`config.mk`:
```
export PLATFORM = sky130hd
export DESIGN_NAME = countdown_timer_n_flat
export DESIGN_NICKNAME = d
export VERILOG_FILES = /design/src/rtl/countdown_timer_n_if.sv /design/src/rtl/countdown_timer_n.sv /design/src/flat_wrapper.sv
export SDC_FILE = /design/constraint.sdc
export NUM_CORES = 1
export LEC_CHECK = 0
export BUFFER_PORTS_ARGS = -buffer_cell sky130_fd_sc_hd__buf_2
export CAP_MARGIN = 20
export CORE_MARGIN = 3
export CORE_UTILIZATION = 50
export DETAILED_ROUTE_END_ITERATION = 16
export PLACE_DENSITY = 0.76
export SKIP_CTS_REPAIR_TIMING = 1
export SLEW_MARGIN = 20
export SYNTH_ARGS = -nofsm -noshare
export SYNTH_HDL_FRONTEND = slang
export SYNTH_SLANG_ARGS = --single-unit
```
`constraint.sdc`:
```
create_clock -name clk -period 3.95 [get_ports clk]
set_input_delay 0.5925 -clock clk [delete_from_list [all_inputs] [get_ports clk]]
set_output_delay 0.5925 -clock clk [all_outputs]
set_load 0.02 [all_outputs]
```
`src/rtl/countdown_timer_n_if.sv`:
```
// ---------------------------------------------------------------------------
// countdown_timer_n_if
// Purpose : bundles the control inputs and status outputs of countdown_timer_n
//           so a controller and the timer connect through one port.
// Signals :
//   ld       load strobe            (master -> slave)
//   ld_val   load value, W bits     (master -> slave)
//   start    start / restart        (master -> slave)
//   pause    level, freezes count   (master -> slave)
//   en       count step enable      (master -> slave)
//   auto_rl  auto-reload mode       (master -> slave)
//   q        current count, W bits  (slave -> master)
//   b        terminal count         (slave -> master)
//   busy     state is RUN or HOLD   (slave -> master)
//   done     state is DONE          (slave -> master)
// Modports: master = controller side, slave = timer side.
// ---------------------------------------------------------------------------
interface countdown_timer_n_if #(
    parameter int W = 4
);
    logic         ld;
    logic [W-1:0] ld_val;
    logic         start;
    logic         pause;
    logic         en;
    logic         auto_rl;
    logic [W-1:0] q;
    logic         b;
    logic         busy;
    logic         done;

    modport master (
        output ld, ld_val, start, pause, en, auto_rl,
        input  q, b, busy, done
    );

    modport slave (
        input  ld, ld_val, start, pause, en, auto_rl,
        output q, b, busy, done
    );
endinterface

```
`src/rtl/countdown_timer_n.sv`:
```
// ---------------------------------------------------------------------------
// countdown_timer_n
// Purpose : loadable modulo-N down-counter / timer. Counts down from a loaded
//           value, flags terminal count (q==0 while running) on b, and offers
//           start, pause, one-shot and auto-reload modes via a small FSM
//           (IDLE / RUN / HOLD / DONE).
// Parameters:
//   N  modulus, legal count values 0..N-1 (N >= 2)
//   W  counter width, 2**W >= N
// Ports :
//   clk   in  single clock, all state updates on posedge
//   rstn  in  synchronous active-low reset
//   tmr   slave modport of countdown_timer_n_if (controls in, status out)
// ---------------------------------------------------------------------------
module countdown_timer_n #(
    parameter int N = 12,
    parameter int W = 4
) (
    input  logic                clk,
    input  logic                rstn,
    countdown_timer_n_if.slave  tmr
);

    typedef enum logic [1:0] {
        IDLE = 2'd0,
        RUN  = 2'd1,
        HOLD = 2'd2,
        DONE = 2'd3
    } state_t;

    localparam logic [W-1:0] MAX_VAL = W'(N - 1);

    state_t       state_reg, state_next;
    logic [W-1:0] q_reg, q_next;
    logic [W-1:0] rl_reg, rl_next;
    logic [W-1:0] ld_clamped;

    // Out-of-range loads saturate to the top legal count.
    assign ld_clamped = (tmr.ld_val > MAX_VAL) ? MAX_VAL : tmr.ld_val;

    always_ff @(posedge clk) begin
        if (!rstn) begin
            state_reg <= IDLE;
            q_reg     <= '0;
            rl_reg    <= '0;
        end else begin
            state_reg <= state_next;
            q_reg     <= q_next;
            rl_reg    <= rl_next;
        end
    end

    // Edge priority: ld > pause > start > en. A paused request also blocks
    // start in IDLE/DONE, so pause is a universal freeze.
    always_comb begin
        state_next = state_reg;
        q_next     = q_reg;
        rl_next    = rl_reg;
        if (tmr.ld) begin
            q_next     = ld_clamped;
            rl_next    = ld_clamped;
            state_next = IDLE;
        end else begin
            case (state_reg)
                IDLE: begin
                    // Starting from zero would flag terminal count at once,
                    // so it is ignored.
                    if (!tmr.pause && tmr.start && (q_reg != '0)) begin
                        state_next = RUN;
                    end
                end
                RUN: begin
                    if (tmr.pause) begin
                        state_next = HOLD;
                    end else if (tmr.en) begin
                        if (q_reg != '0) begin
                            q_next = q_reg - W'(1);
                        end else if (tmr.auto_rl && (rl_reg != '0)) begin
                            q_next = rl_reg;
                        end else begin
                            state_next = DONE;
                        end
                    end
                end
                HOLD: begin
                    // Resume without stepping on the release edge.
                    if (!tmr.pause) begin
                        state_next = RUN;
                    end
                end
                DONE: begin
                    if (!tmr.pause && tmr.start && (rl_reg != '0)) begin
                        q_next     = rl_reg;
                        state_next = RUN;
                    end
                end
                default: begin
                    state_next = IDLE;
                end
            endcase
        end
    end

    assign tmr.q    = q_reg;
    assign tmr.b    = (state_reg == RUN) && (q_reg == '0);
    assign tmr.busy = (state_reg == RUN) || (state_reg == HOLD);
    assign tmr.done = (state_reg == DONE);

endmodule

```
`src/flat_wrapper.sv`:
```
// flat-port wrapper written by rule: the top's interface ports become plain ports
module countdown_timer_n_flat 
#(
    parameter int N = 12,
    parameter int W = 4
)
  (clk, rstn, tmr_ld, tmr_ld_val, tmr_start, tmr_pause, tmr_en, tmr_auto_rl, tmr_q, tmr_b, tmr_busy, tmr_done);
  countdown_timer_n_if #(.W(W)) tmr_i ();
  input  logic clk;
  input  logic rstn;
  input wire logic [$bits(tmr_i.ld)-1:0] tmr_ld;
  input wire logic [$bits(tmr_i.ld_val)-1:0] tmr_ld_val;
  input wire logic [$bits(tmr_i.start)-1:0] tmr_start;
  input wire logic [$bits(tmr_i.pause)-1:0] tmr_pause;
  input wire logic [$bits(tmr_i.en)-1:0] tmr_en;
  input wire logic [$bits(tmr_i.auto_rl)-1:0] tmr_auto_rl;
  output wire logic [$bits(tmr_i.q)-1:0] tmr_q;
  output wire logic [$bits(tmr_i.b)-1:0] tmr_b;
  output wire logic [$bits(tmr_i.busy)-1:0] tmr_busy;
  output wire logic [$bits(tmr_i.done)-1:0] tmr_done;
  assign tmr_i.ld = tmr_ld;
  assign tmr_i.ld_val = tmr_ld_val;
  assign tmr_i.start = tmr_start;
  assign tmr_i.pause = tmr_pause;
  assign tmr_i.en = tmr_en;
  assign tmr_i.auto_rl = tmr_auto_rl;
  assign tmr_q = tmr_i.q;
  assign tmr_b = tmr_i.b;
  assign tmr_busy = tmr_i.busy;
  assign tmr_done = tmr_i.done;
  countdown_timer_n #(.N(N), .W(W)) u_core (.clk(clk), .rstn(rstn), .tmr(tmr_i));
endmodule
```
After elaboration in Yosys (flattened, before gate mapping):

Index checks and enable logic that the tools add are counted.

* register bits after elaboration: 10
* input port bits: 11

* eq/ne operators: 13
* $lt $le $gt $ge: 1
* bitwise logic cells: 1
* reductions and logical operators: 15
* multiplexer cells: 16
* add/sub/neg operators: 1

Operators with widths (count)
* $mux 4: 7
* $ne 3x3->1 const B: 5
* $mux 2: 7
* $pmux 2 s4: 1
* $pmux 4 s2: 1
* $reduce_bool 4->1: 2
* $reduce_and 6->1: 1
* $logic_and 1x1->1: 5
* $reduce_and 5->1: 1
* $eq 2x2->1 const B: 2
* $gt 4x4->1 const B: 1
* $logic_not 4->1: 1
* $ne 2x1->1 const B: 2
* $ne 4x2->1 const B: 1
* $sub 4x1->4 const B: 1
* $ne 3x2->1 const B: 1
* $reduce_bool 3->1: 1
* $eq 2x1->1 const B: 1
* $logic_not 2->1: 1
* $ne 2x2->1 const B: 1
* $reduce_or 2->1: 1
* $logic_not 1->1: 1
* $logic_or 1x1->1: 1
* $not 1->1: 1

Longest topological paths before layout:

Gate-level depths: netlist (run 1).

* depth after elaboration: 8
* gate-level depth with buffers: 7
* mapped depth without buffers: 7

Least setup slack after synthesis (run 1):

No wires, ideal clock.

* path kind: register to register
* start: register u_core.q_reg[0], in the netlist u_core.tmr.q[0]
* end: register u_core.q_reg[2], in the netlist u_core.tmr.q[2]
* data required time: 3876 ps
* path buffers: 0
* arrival time: 1908 ps
* cell stages (with the launch flop): 8
* setup slack: 1968 ps
* cell sequence: dfxtp_1 -> inv_1 -> ha_1 -> nor3b_4 -> a21oi_1 -> o21bai_4 -> or4_1 -> a31oi_1

* longest elaborated chain between the ends: 6
* elaborated cells on any way between the ends: 9
* classes of those cells: 1 x add/sub; 1 x eq/ne; 5 x mux; 2 x reduce/logical

RTL lines
* from (decl): RTL line countdown_timer_n.sv:34 `logic [W-1:0] q_reg, q_next;`
* from (signal assigned): RTL line countdown_timer_n.sv:48 `q_reg <= q_next;`
* $sub 4x1->4 or $reduce_bool 4->1 (tied branches): RTL line countdown_timer_n.sv:77, countdown_timer_n.sv:76
* $mux 4: RTL line countdown_timer_n.sv:76 `if (q_reg != '0) begin`
* $mux 4: RTL line countdown_timer_n.sv:75 `end else if (tmr.en) begin`
* $mux 4: RTL line countdown_timer_n.sv:73 `if (tmr.pause) begin`
* $pmux 4 s2: RTL line countdown_timer_n.sv:64 `case (state_reg)`
* $mux 4: RTL line countdown_timer_n.sv:59 `if (tmr.ld) begin`

Parallel ways exist; a longest one is shown, timed or not. The select of a mux whose other input is x is not followed.
A chain may end at the register's enable or synchronous reset.

Worst setup path after layout (run 1):

* start: register u_core.q_reg[0], in the netlist u_core.tmr.q[0]
* end: output port tmr_b

* longest elaborated chain between the ends: 2

RTL lines
* $logic_not 4->1: RTL line countdown_timer_n.sv:105 `assign tmr.b = (state_reg == RUN) && (q_reg == '0);`
* $logic_and 1x1->1: RTL line countdown_timer_n.sv:105
* to (decl): RTL line flat_wrapper.sv:18 `output wire logic [$bits(tmr_i.b)-1:0] tmr_b;`

No other way between the ends.

==> metrics.cfg, run 1 <==
[run_status]
status = finished, final reports clean

[synth]
yosysMostFrequentCell = dfxtp_1
ys_types = 33
synth_area_leaders = dfxtp_1 (28%), ha_1 (8.8%), mux2i_1 (8.4%)
synthTopCellsByCount = dfxtp_1 (10), inv_1 (6), mux2i_1 (6)
async_flop_share_pct = 0
ys_seq_area_share_pct = 28.0
ys_ff_latch = 10
syn_area_per_cell_sq_um = 9.16
synth_cells = 78
synth_fp_nets = 94
yosysWarnings = 0
synth_area_leader_cell = dfxtp_1
synth_flop_cell = dfxtp_1
synth-edff-count = 0
synth_area_sq_um = 714
yosysTopAreaCellShare_pct = 28.0

[floorplanning]
core_sq_um = 1320
row_count = 13
die_y_um = 43.8
dieArea_sq_um = 1920
die_width_um = 43.8
initial_core_util_pct = 54.2
ios = 18

[route]
wl_um = 1480
wire_per_inst_um = 13.5
dr.pass1.iters = 4
postRouteAntennaNets = 0
vias_per_cell = 5.84
vias = 642
first_iter_violations = 14
drcViolationCount = 0

[sta]
fin_crit_sh_pct = 55.1
setup-violations-final = 0
fin_worst_skew_ns = 0.00599
relSlewSlack_pct = 67.1
final_max_slew_viol_count = 0
rsz0062_at_grt = no
hold_viol_final = 0
tns_ns = 0
fmax_ghz = 0.459
fin_crit_ns = 2.18
tightest_slew_ns = 0.490

[pwr]
p_leak_nw = 0.359
power.density_nw_per_um2 = 293
finalPower_uw = 243
ir_drop_uv = 201

[layout]
fin_util_pct = 62.9
drive_above_1_share_pct = 28.4
fin_area_sq_um = 828
diodes = 0
fillCellCount = 125
nNetsFinal = 113
syn_to_final_growth_pct = 15.9

[clock_network]
cts_tree = built
clockRootBuffer = clkbuf_4
clk-insertion-delay-late_ns = 0.26
cts_sinks = 10
htree_levels = 1
clockBufferDepth = 2
cts_buffers = 3
clk_pin_slew_worst_paths_ns = 0.06

[global_route]
grt_overflow = 0
grt_max_degree = 12
grt_pass1_wl_um = 2510
grtUsageTotal_pct = 17.5
grt_pass1_vias = 571
antenna_found_initial = 0

[setup_path]
cpLargestDelayFamily = simple AND/OR/NAND/NOR gates
slowest_stage = nor3b_4
ff2ff_path_depth = 7
r2r_slack_ns = 1.99
worstPathArrival_ns = 1.58
crit_type = reg -> out
path_max_fanout = 10
cp.depth = 5
endpoint_kind = output pin
crit_required_ns = 3.36
r2r-end = u_core.tmr.q[2]$_SDFFE_PN0P_
max_stage_delay_ns = 0.38
worst-path-buf-inv = 2
critPathLaunchType = flop
crit_chain = inv_1 -> ha_1 -> nor3b_4 -> and2_1 -> buf_2
r2r_start = u_core.tmr.q[0]$_SDFFE_PN0P_

[placed_design]
port_buffers = 17
place_congestion = 0.760
hpwl_um = 1200
place_area_sq_um = 806

[hold_path]
hp-class = reg -> reg
min_from = u_core.rl_reg[1]$_SDFFE_PN0P_
holdPathEnd = u_core.rl_reg[1]$_SDFFE_PN0P_
worstHoldPathCells = 2

[job]
maxCapViolCount = 0

-- worst reg2reg max path, cell delays in order, from the launching register on --
cell	delay [ns]
dfxtp_1	0.39
inv_1	0.06
ha_1	0.24
nor3b_4	0.20
a21oi_1	0.23
o21bai_4	0.11
or4_1	0.51
a31oi_1	0.16
-- metal layers --
layer,global-route usage (%),part of all wire [%],vias to the layer above
li1,-,-,324
met1,24.8,49,303
met2,25.3,47,15
met3,4.98,3.9,0
met4,5.42,0,0
met5,0,0,-
-- worst max path at each step --
stage	from	to	slack, ns
finish	u_core.tmr.q[0]$_SDFFE_PN0P_	tmr_b	1.77
global route	u_core.tmr.q[0]$_SDFFE_PN0P_	tmr_b	1.69
CTS	u_core.tmr.q[0]$_SDFFE_PN0P_	tmr_b	1.75
detailed placement	tmr_pause	u_core.tmr.q[2]$_SDFFE_PN0P_	1.92
global placement	tmr_pause	u_core.tmr.q[2]$_SDFFE_PN0P_	1.95
floorplan	u_core.tmr.q[0]$_SDFFE_PN0P_	u_core.tmr.q[2]$_SDFFE_PN0P_	1.97
-- per-stage QoR --
| step | instances | hold WS, ns | worst slack (ns) |
|---|---|---|---|
| 6_report | 110 | 0.527 | 1.77 |
| 5_1_grt | 110 | 0.570 | 1.69 |
| 4_1_cts | 110 | 0.527 | 1.75 |
| 3_5_place_dp | 107 | 0.516 | 1.92 |
| 3_3_place_gp | 107 | 0.506 | 1.95 |
| 2_1_floorplan | 78 | 0.469 | 1.97 |
-- cells by family after synthesis --
family / after synthesis / share of synthesized area [%]
and+or+nand+nor: 22 / 18.9
adders and majority gates: 5 / 8.76
muxes: 6 / 8.41
AOI/OAI and AO/OA: 25 / 29.8
buffers and inverters: 9 / 4.90
DFF: 10 / 28.0
xor gates and xnor gates: 1 / 1.23
-- area by class of cell --
type | count | area [sq um] | area share (%)
clock buffer | 3 | 22.5 | 2.72
inverter | 6 | 22.5 | 2.72
multi-input combinational | 59 | 479 | 57.9
sequential | 10 | 200 | 24.2
tap | 15 | 18.8 | 2.27
timing repair buffer | 17 | 85.1 | 10.3
-- where the power goes --
group / switching, mW / leakage (nW) / internal [mW]
clock: 0.0301 / 0.0138 / 0.0349
sequential: 0.00837 / 0.0826 / 0.107
combinational: 0.0336 / 0.263 / 0.0284
total: 0.0721 / 0.359 / 0.171
-- cell usage in the layout (no fill, tap or decap), types with 2 or more instances in the layout --
| cell | n |
|---|---|
| buf_2 | 17 |
| dfxtp_1 | 10 |
| inv_1 | 6 |
| mux2i_1 | 6 |
| o21ai_0 | 5 |
| nand2_1 | 5 |
| nor2_1 | 5 |
| ha_1 | 5 |
| o31ai_1 | 3 |
| a21oi_1 | 3 |
| nor2b_1 | 3 |
| o211ai_1 | 3 |
| clkbuf_4 | 3 |
| a311oi_1 | 2 |
(Power assumes the default switching activity.)
==> run 2, diff against run 1 <==
--- a/config.mk
+++ b/config.mk
@@ -5,12 +5,13 @@
 export SDC_FILE = /design/constraint.sdc
 export NUM_CORES = 1
 export LEC_CHECK = 0
+export ABC_AREA = 1
 export BUFFER_PORTS_ARGS = -buffer_cell sky130_fd_sc_hd__buf_2
 export CAP_MARGIN = 20
 export CORE_MARGIN = 3
 export CORE_UTILIZATION = 50
 export DETAILED_ROUTE_END_ITERATION = 16
-export PLACE_DENSITY = 0.76
+export PLACE_DENSITY = 0.75
 export SKIP_CTS_REPAIR_TIMING = 1
 export SLEW_MARGIN = 20
 export SYNTH_ARGS = -nofsm -noshare
==> constraint.sdc (replaced) <==
create_clock -name clk -period 2.1 [get_ports clk]
set_input_delay 0.315 -clock clk [delete_from_list [all_inputs] [get_ports clk]]
set_output_delay 0.315 -clock clk [all_outputs]
set_load 0.02 [all_outputs]
==> metrics.cfg, run 2 <==
[sta]
hold_viol_final = 0
tightest_slew_ns = 0.260
fmax_ghz = 0.600
fin_crit_ns = 1.67
fin_crit_sh_pct = 79.4
relSlewSlack_pct = 82.5
fin_worst_skew_ns = 0.00551
rsz0062_at_grt = no
final_max_slew_viol_count = 0
tns_ns = 0
setup-violations-final = 0

[route]
vias = 760
dr.pass1.iters = 4
postRouteAntennaNets = 0
first_iter_violations = 9
vias_per_cell = 5.10
drcViolationCount = 0
wl_um = 1660
wire_per_inst_um = 11.1

[hold_path]
worstHoldPathCells = 3
holdPathEnd = u_core.tmr.q[2]$_SDFFE_PN0P_
hp-class = in -> reg
min_from = rstn

[global_route]
grt_busiest_layer = met2
grt_max_degree = 10
grt_pass1_vias = 693
grtUsageMet1_pct = 25.7
grtUsageTotal_pct = 19.1
use_met3_pct = 5.69
grt_pass1_wl_um = 2870
antenna_found_initial = 0
grt_overflow = 0
use_met2_pct = 28.9

[setup_path]
startpoint = u_core.tmr.q[0]$_SDFFE_PN0P_
endpoint_kind = output pin
max_stage_delay_ns = 0.34
crit_chain = inv_1 -> ha_1 -> nand3_4 -> nor2_4 -> buf_2
crit_required_ns = 1.78
path_max_fanout = 7
crit_type = reg -> out
r2r-end = u_core.tmr.q[2]$_SDFFE_PN0P_
worstPathArrival_ns = 1.35
r2r_slack_ns = 0.59
worst-path-buf-inv = 2
r2r_start = u_core.state_reg[1]$_SDFFE_PP0P_
ff2ff_path_depth = 7
slowest_stage = dfxtp_1
cpLargestDelayFamily = flip-flops
critPathLaunchType = flop

[floorplanning]
core_sq_um = 1350
dieArea_sq_um = 1980
row_count = 13
die_y_um = 44.5
initial_core_util_pct = 55.0
ios = 18
die_width_um = 44.5

[pwr]
switchingPower_uw = 171
p_sw_share_pct = 32.1
intPower_uw = 361
p_leak_nw = 0.453
pwr-share-clk_pct = 33.1
comb_power_share_pct = 26.9
power.density_nw_per_um2 = 606
seqPwrFrac_pct = 40.1
ir_drop_uv = 404

[clock_network]
htree_levels = 1
cts_buffers = 3
clk_pin_slew_worst_paths_ns = 0.07
clk-insertion-delay-late_ns = 0.27
cts_tree = built
clockBufferDepth = 2
cts_sinks = 10
clockRootBuffer = clkbuf_4

[synth]
ys_ff_latch = 10
ys_seq_area_share_pct = 27.0
synth-edff-count = 0
syn_area_per_cell_sq_um = 6.51
yosysMostFrequentCell = nand2_1
synth_fp_nets = 130
synth_area_sq_um = 742
synth_area_leaders = dfxtp_1 (27%), nand2_1 (14%), inv_1 (9.1%)
synth_cells = 114
ys_types = 22
yosysWarnings = 0
synth_area_leader_cell = dfxtp_1
yosysTopAreaCellShare_pct = 27.0
async_flop_share_pct = 0
synthTopCellsByCount = nand2_1 (27), inv_1 (18), nor2_1 (14)
synth_flop_cell = dfxtp_1

[layout]
syn_to_final_growth_pct = 18.2
drive_above_1_share_pct = 22.4
final_cell_mix = nand2_1 (27), inv_1 (18), buf_2 (17), nor2_1 (14), nand3_1 (11)
fin_util_pct = 65.0
fillCellCount = 131
layout_commonest_cell = nand2_1
diodes = 0
nNetsFinal = 151

[job]
maxCapViolCount = 0

[placed_design]
place_congestion = 0.827
port_buffers = 17
hpwl_um = 1380

[run_status]
status = finished, final reports clean

run 2: cell families after synthesis:
family          after synthesis  synth area share (%)
simple gates                 59                  38.6
compound gates               18                  14.7
buf+inv                      22                  11.3
flops                        10                  27.0
fa+ha+maj                     5                  8.43
run 2: tightest hold or removal path, delay by kind of cell:
family | cells | cell delay [ns]
buffers and inverters | 1 | 0.10
AO/OA/AOI/OAI | 1 | 0.07
AND/OR/NAND/NOR | 1 | 0.05
run 2: cell type report:
class                   count  area, sq um  area share (%)
clock buffers               4         36.3            4.14
multi-input cells          82          458            52.2
flip-flops and latches     10          200            22.8
inverters                  21         78.8            8.99
repair buffers             17         85.1            9.70
well taps                  15         18.8            2.14
run 2: worst max-delay path by stage:
stage | endpoint | slack [ns] | cells after the start
after floorplan | u_core.tmr.q[2]$_SDFFE_PN0P_ | 0.61 | 9
after global placement | u_core.tmr.q[2]$_SDFFE_PN0P_ | 0.61 | 7
after detailed placement | u_core.tmr.q[2]$_SDFFE_PN0P_ | 0.59 | 7
after CTS | tmr_b | 0.43 | 5
after global routing | tmr_b | 0.37 | 5
final | tmr_b | 0.43 | 5
run 2: routing by layer:
metal	wire [um]	vias up	share of wire, %
li1	-	403	-
met1	794	331	48
met2	755	20	45
met3	86	6	5.2
met4	24	0	1.4
met5	0	-	0
run 2: metrics by stage:
stage	total power, mW	area, sq um	worst slack (ns)	std cells	hold slack, ns
global placement	0.354	841	0.611	145	0.492
finish	0.531	877	0.433	149	0.306
CTS	0.530	877	0.431	149	0.312
detailed placement	0.358	841	0.589	145	0.497
floorplan	0.321	742	0.605	114	0.451
global route	0.560	877	0.374	149	0.342
run 2: power groups by stage:
stage	Clock, mW	Sequential, mW	Combinational (mW)
after floorplan	0	0.222	0.0989
after global placement	0	0.216	0.138
after detailed placement	0	0.217	0.141
after CTS	0.175	0.212	0.143
after global routing	0.183	0.214	0.163
final	0.176	0.213	0.143
==> run 3, diff against run 2 <==
--- a/config.mk
+++ b/config.mk
@@ -5,13 +5,13 @@
 export SDC_FILE = /design/constraint.sdc
 export NUM_CORES = 1
 export LEC_CHECK = 0
-export ABC_AREA = 1
+export ABC_AREA = 0
 export BUFFER_PORTS_ARGS = -buffer_cell sky130_fd_sc_hd__buf_2
 export CAP_MARGIN = 20
 export CORE_MARGIN = 3
 export CORE_UTILIZATION = 50
 export DETAILED_ROUTE_END_ITERATION = 16
-export PLACE_DENSITY = 0.75
+export PLACE_DENSITY = 0.76
 export SKIP_CTS_REPAIR_TIMING = 1
 export SLEW_MARGIN = 20
 export SYNTH_ARGS = -nofsm -noshare
==> constraint.sdc (replaced) <==
create_clock -name clk -period 1.6 [get_ports clk]
set_input_delay 0.24 -clock clk [delete_from_list [all_inputs] [get_ports clk]]
set_output_delay 0.24 -clock clk [all_outputs]
set_load 0.02 [all_outputs]
==> metrics.cfg, run 3 (synthesis gave the netlist of run 1 again) <==
[run_status]
status = finished, violations left
violations = negative setup slack

[clock_network]
cts_sinks = 10
clockRootBuffer = clkbuf_4
clockBufferDepth = 2
cts_buffers = 3
clk-insertion-delay-late_ns = 0.27
cts_tree = built
htree_levels = 1
clk_pin_slew_worst_paths_ns = 0.07

[setup_path]
endpoint_kind = flop
ff2ff_path_depth = 7
r2r_slack_ns = -0.09
worstPathArrival_ns = 1.86
r2r_start = u_core.tmr.q[1]$_SDFFE_PN0P_
r2r-end = u_core.state_reg[1]$_SDFFE_PP0P_
crit_chain = inv_4 -> ha_4 -> nor3b_4 -> a311oi_2 -> a2111oi_4 -> mux2i_1 -> nor2_1
crit_type = reg -> reg
path_max_fanout = 5
max_stage_delay_ns = 0.36
crit_required_ns = 1.77
critPathLaunchType = flop
slowest_stage = dfxtp_4

[floorplanning]
dieArea_sq_um = 1920
die_width_um = 43.8
die_y_um = 43.8
row_count = 13
ios = 18
initial_core_util_pct = 54.2
core_sq_um = 1320

[hold_path]
min_from = tmr_ld_val[0]
worstHoldPathCells = 3
hp-class = in -> reg
holdPathEnd = u_core.tmr.q[0]$_SDFFE_PN0P_

[sta]
tightest_slew_ns = 0.321
rsz0062_at_grt = yes
hold_ws_ns = 0.283
finalWorstSetupSlack_ns = -0.0916
fin_crit_ns = 1.69
hold_viol_final = 0
fmax_ghz = 0.591
setup-violations-final = 7
fin_worst_skew_ns = 0.0115
final_max_slew_viol_count = 0
fin_crit_sh_pct = 106
relSlewSlack_pct = 78.6

[global_route]
grt_max_degree = 11
grt_pass1_wl_um = 3360
grt_overflow = 0
grt_pass1_vias = 715
grtUsageTotal_pct = 24.1
antenna_found_initial = 0

[route]
vias = 748
postRouteAntennaNets = 0
drcViolationCount = 0
dr.pass1.iters = 4
wire_per_inst_um = 15.7
wl_um = 2050
first_iter_violations = 20
vias_per_cell = 5.71

[placed_design]
place_ws_ns = -0.175
place_area_sq_um = 985
place_congestion = 0.883
port_buffers = 17
dp_cells = 126
hpwl_um = 1490

[pwr]
power.density_nw_per_um2 = 653
ir_drop_uv = 466
p_leak_nw = 0.469

[layout]
syn_to_final_growth_pct = 49.4
nNetsFinal = 133
fin_area_sq_um = 1070
fin_util_pct = 81.0
layout_commonest_cell = buf_4
final_cell_mix = buf_4 (21), buf_2 (16), mux2i_1 (6)
diodes = 0
layout.cells.non_filler = 131
drive_above_1_share_pct = 53.4

[job]
maxCapViolCount = 0

-- run 3: cell count changes in the layout (fill, tap and decap cells not counted), sizes merged, moves of 3 or more --
cell,delta
nor2b,+3
mux2i,+6
nand3,-13
o22ai,-4
inv,-15
nor2,-10
buf,+20
o31ai,+3
nand2,-24
a21oi,-3
-- run 3: worst max-delay path by stage --
stage | from | to | slack (ns) | cells past startpoint
floorplan | u_core.tmr.q[0]$_SDFFE_PN0P_ | u_core.tmr.q[2]$_SDFFE_PN0P_ | -0.13 | 7
global placement | u_core.state_reg[0]$_SDFFE_PP0P_ | u_core.tmr.q[2]$_SDFFE_PN0P_ | -0.13 | 6
detailed placement | u_core.rl_reg[0]$_SDFFE_PN0P_ | u_core.tmr.q[1]$_SDFFE_PN0P_ | -0.18 | 6
CTS | u_core.rl_reg[1]$_SDFFE_PN0P_ | u_core.tmr.q[1]$_SDFFE_PN0P_ | -0.20 | 6
global route | u_core.tmr.q[0]$_SDFFE_PN0P_ | u_core.state_reg[0]$_SDFFE_PP0P_ | -0.21 | 7
finish | u_core.tmr.q[1]$_SDFFE_PN0P_ | u_core.state_reg[1]$_SDFFE_PP0P_ | -0.09 | 7
-- run 3: cell type report --
type,instances,area [sq um]
Tap cell,15,18.8
Timing Repair Buffer,37,238
Fill cell,87,250
Multi-Input combinational cell,59,546
Sequential cell,10,214
Clock buffer,4,26.3
Inverter,6,25.0
-- run 3: critical path, delay by kind of cell, from the launching register on --
kind	cells	cell delay (ns)
AOI/OAI and AO/OA	2	0.45
buffers and inverters	1	0.05
and+or+nand+nor	2	0.37
adders and majority gates	1	0.12
muxes	1	0.23
DFF	1	0.36
-- run 3: per-stage QoR --
stage / TNS [ns] / power, mW
after floorplan: -0.326 / 0.404
after global placement: -0.343 / 0.490
final: -0.394 / 0.697
after detailed placement: -0.913 / 0.496
after global routing: -1.05 / 0.732
after CTS: -1.20 / 0.680
-- run 3: power breakdown --
| part | switching [mW] | total, mW | internal, mW |
|---|---|---|---|
| Combinational | 0.112 | 0.226 | 0.115 |
| Sequential | 0.0196 | 0.285 | 0.266 |
| Clock | 0.0888 | 0.185 | 0.0963 |
| Total | 0.220 | 0.697 | 0.477 |
-- run 3: metal layers --
layer,routed length (um),share of wire [%],GRT usage [%],vias up
met2,953,46,36.9,21
li1,-,-,-,362
met1,1000,49,33.7,363
met4,11,0.54,10.8,0
met5,0,0,0,-
met3,86,4.2,2.49,2
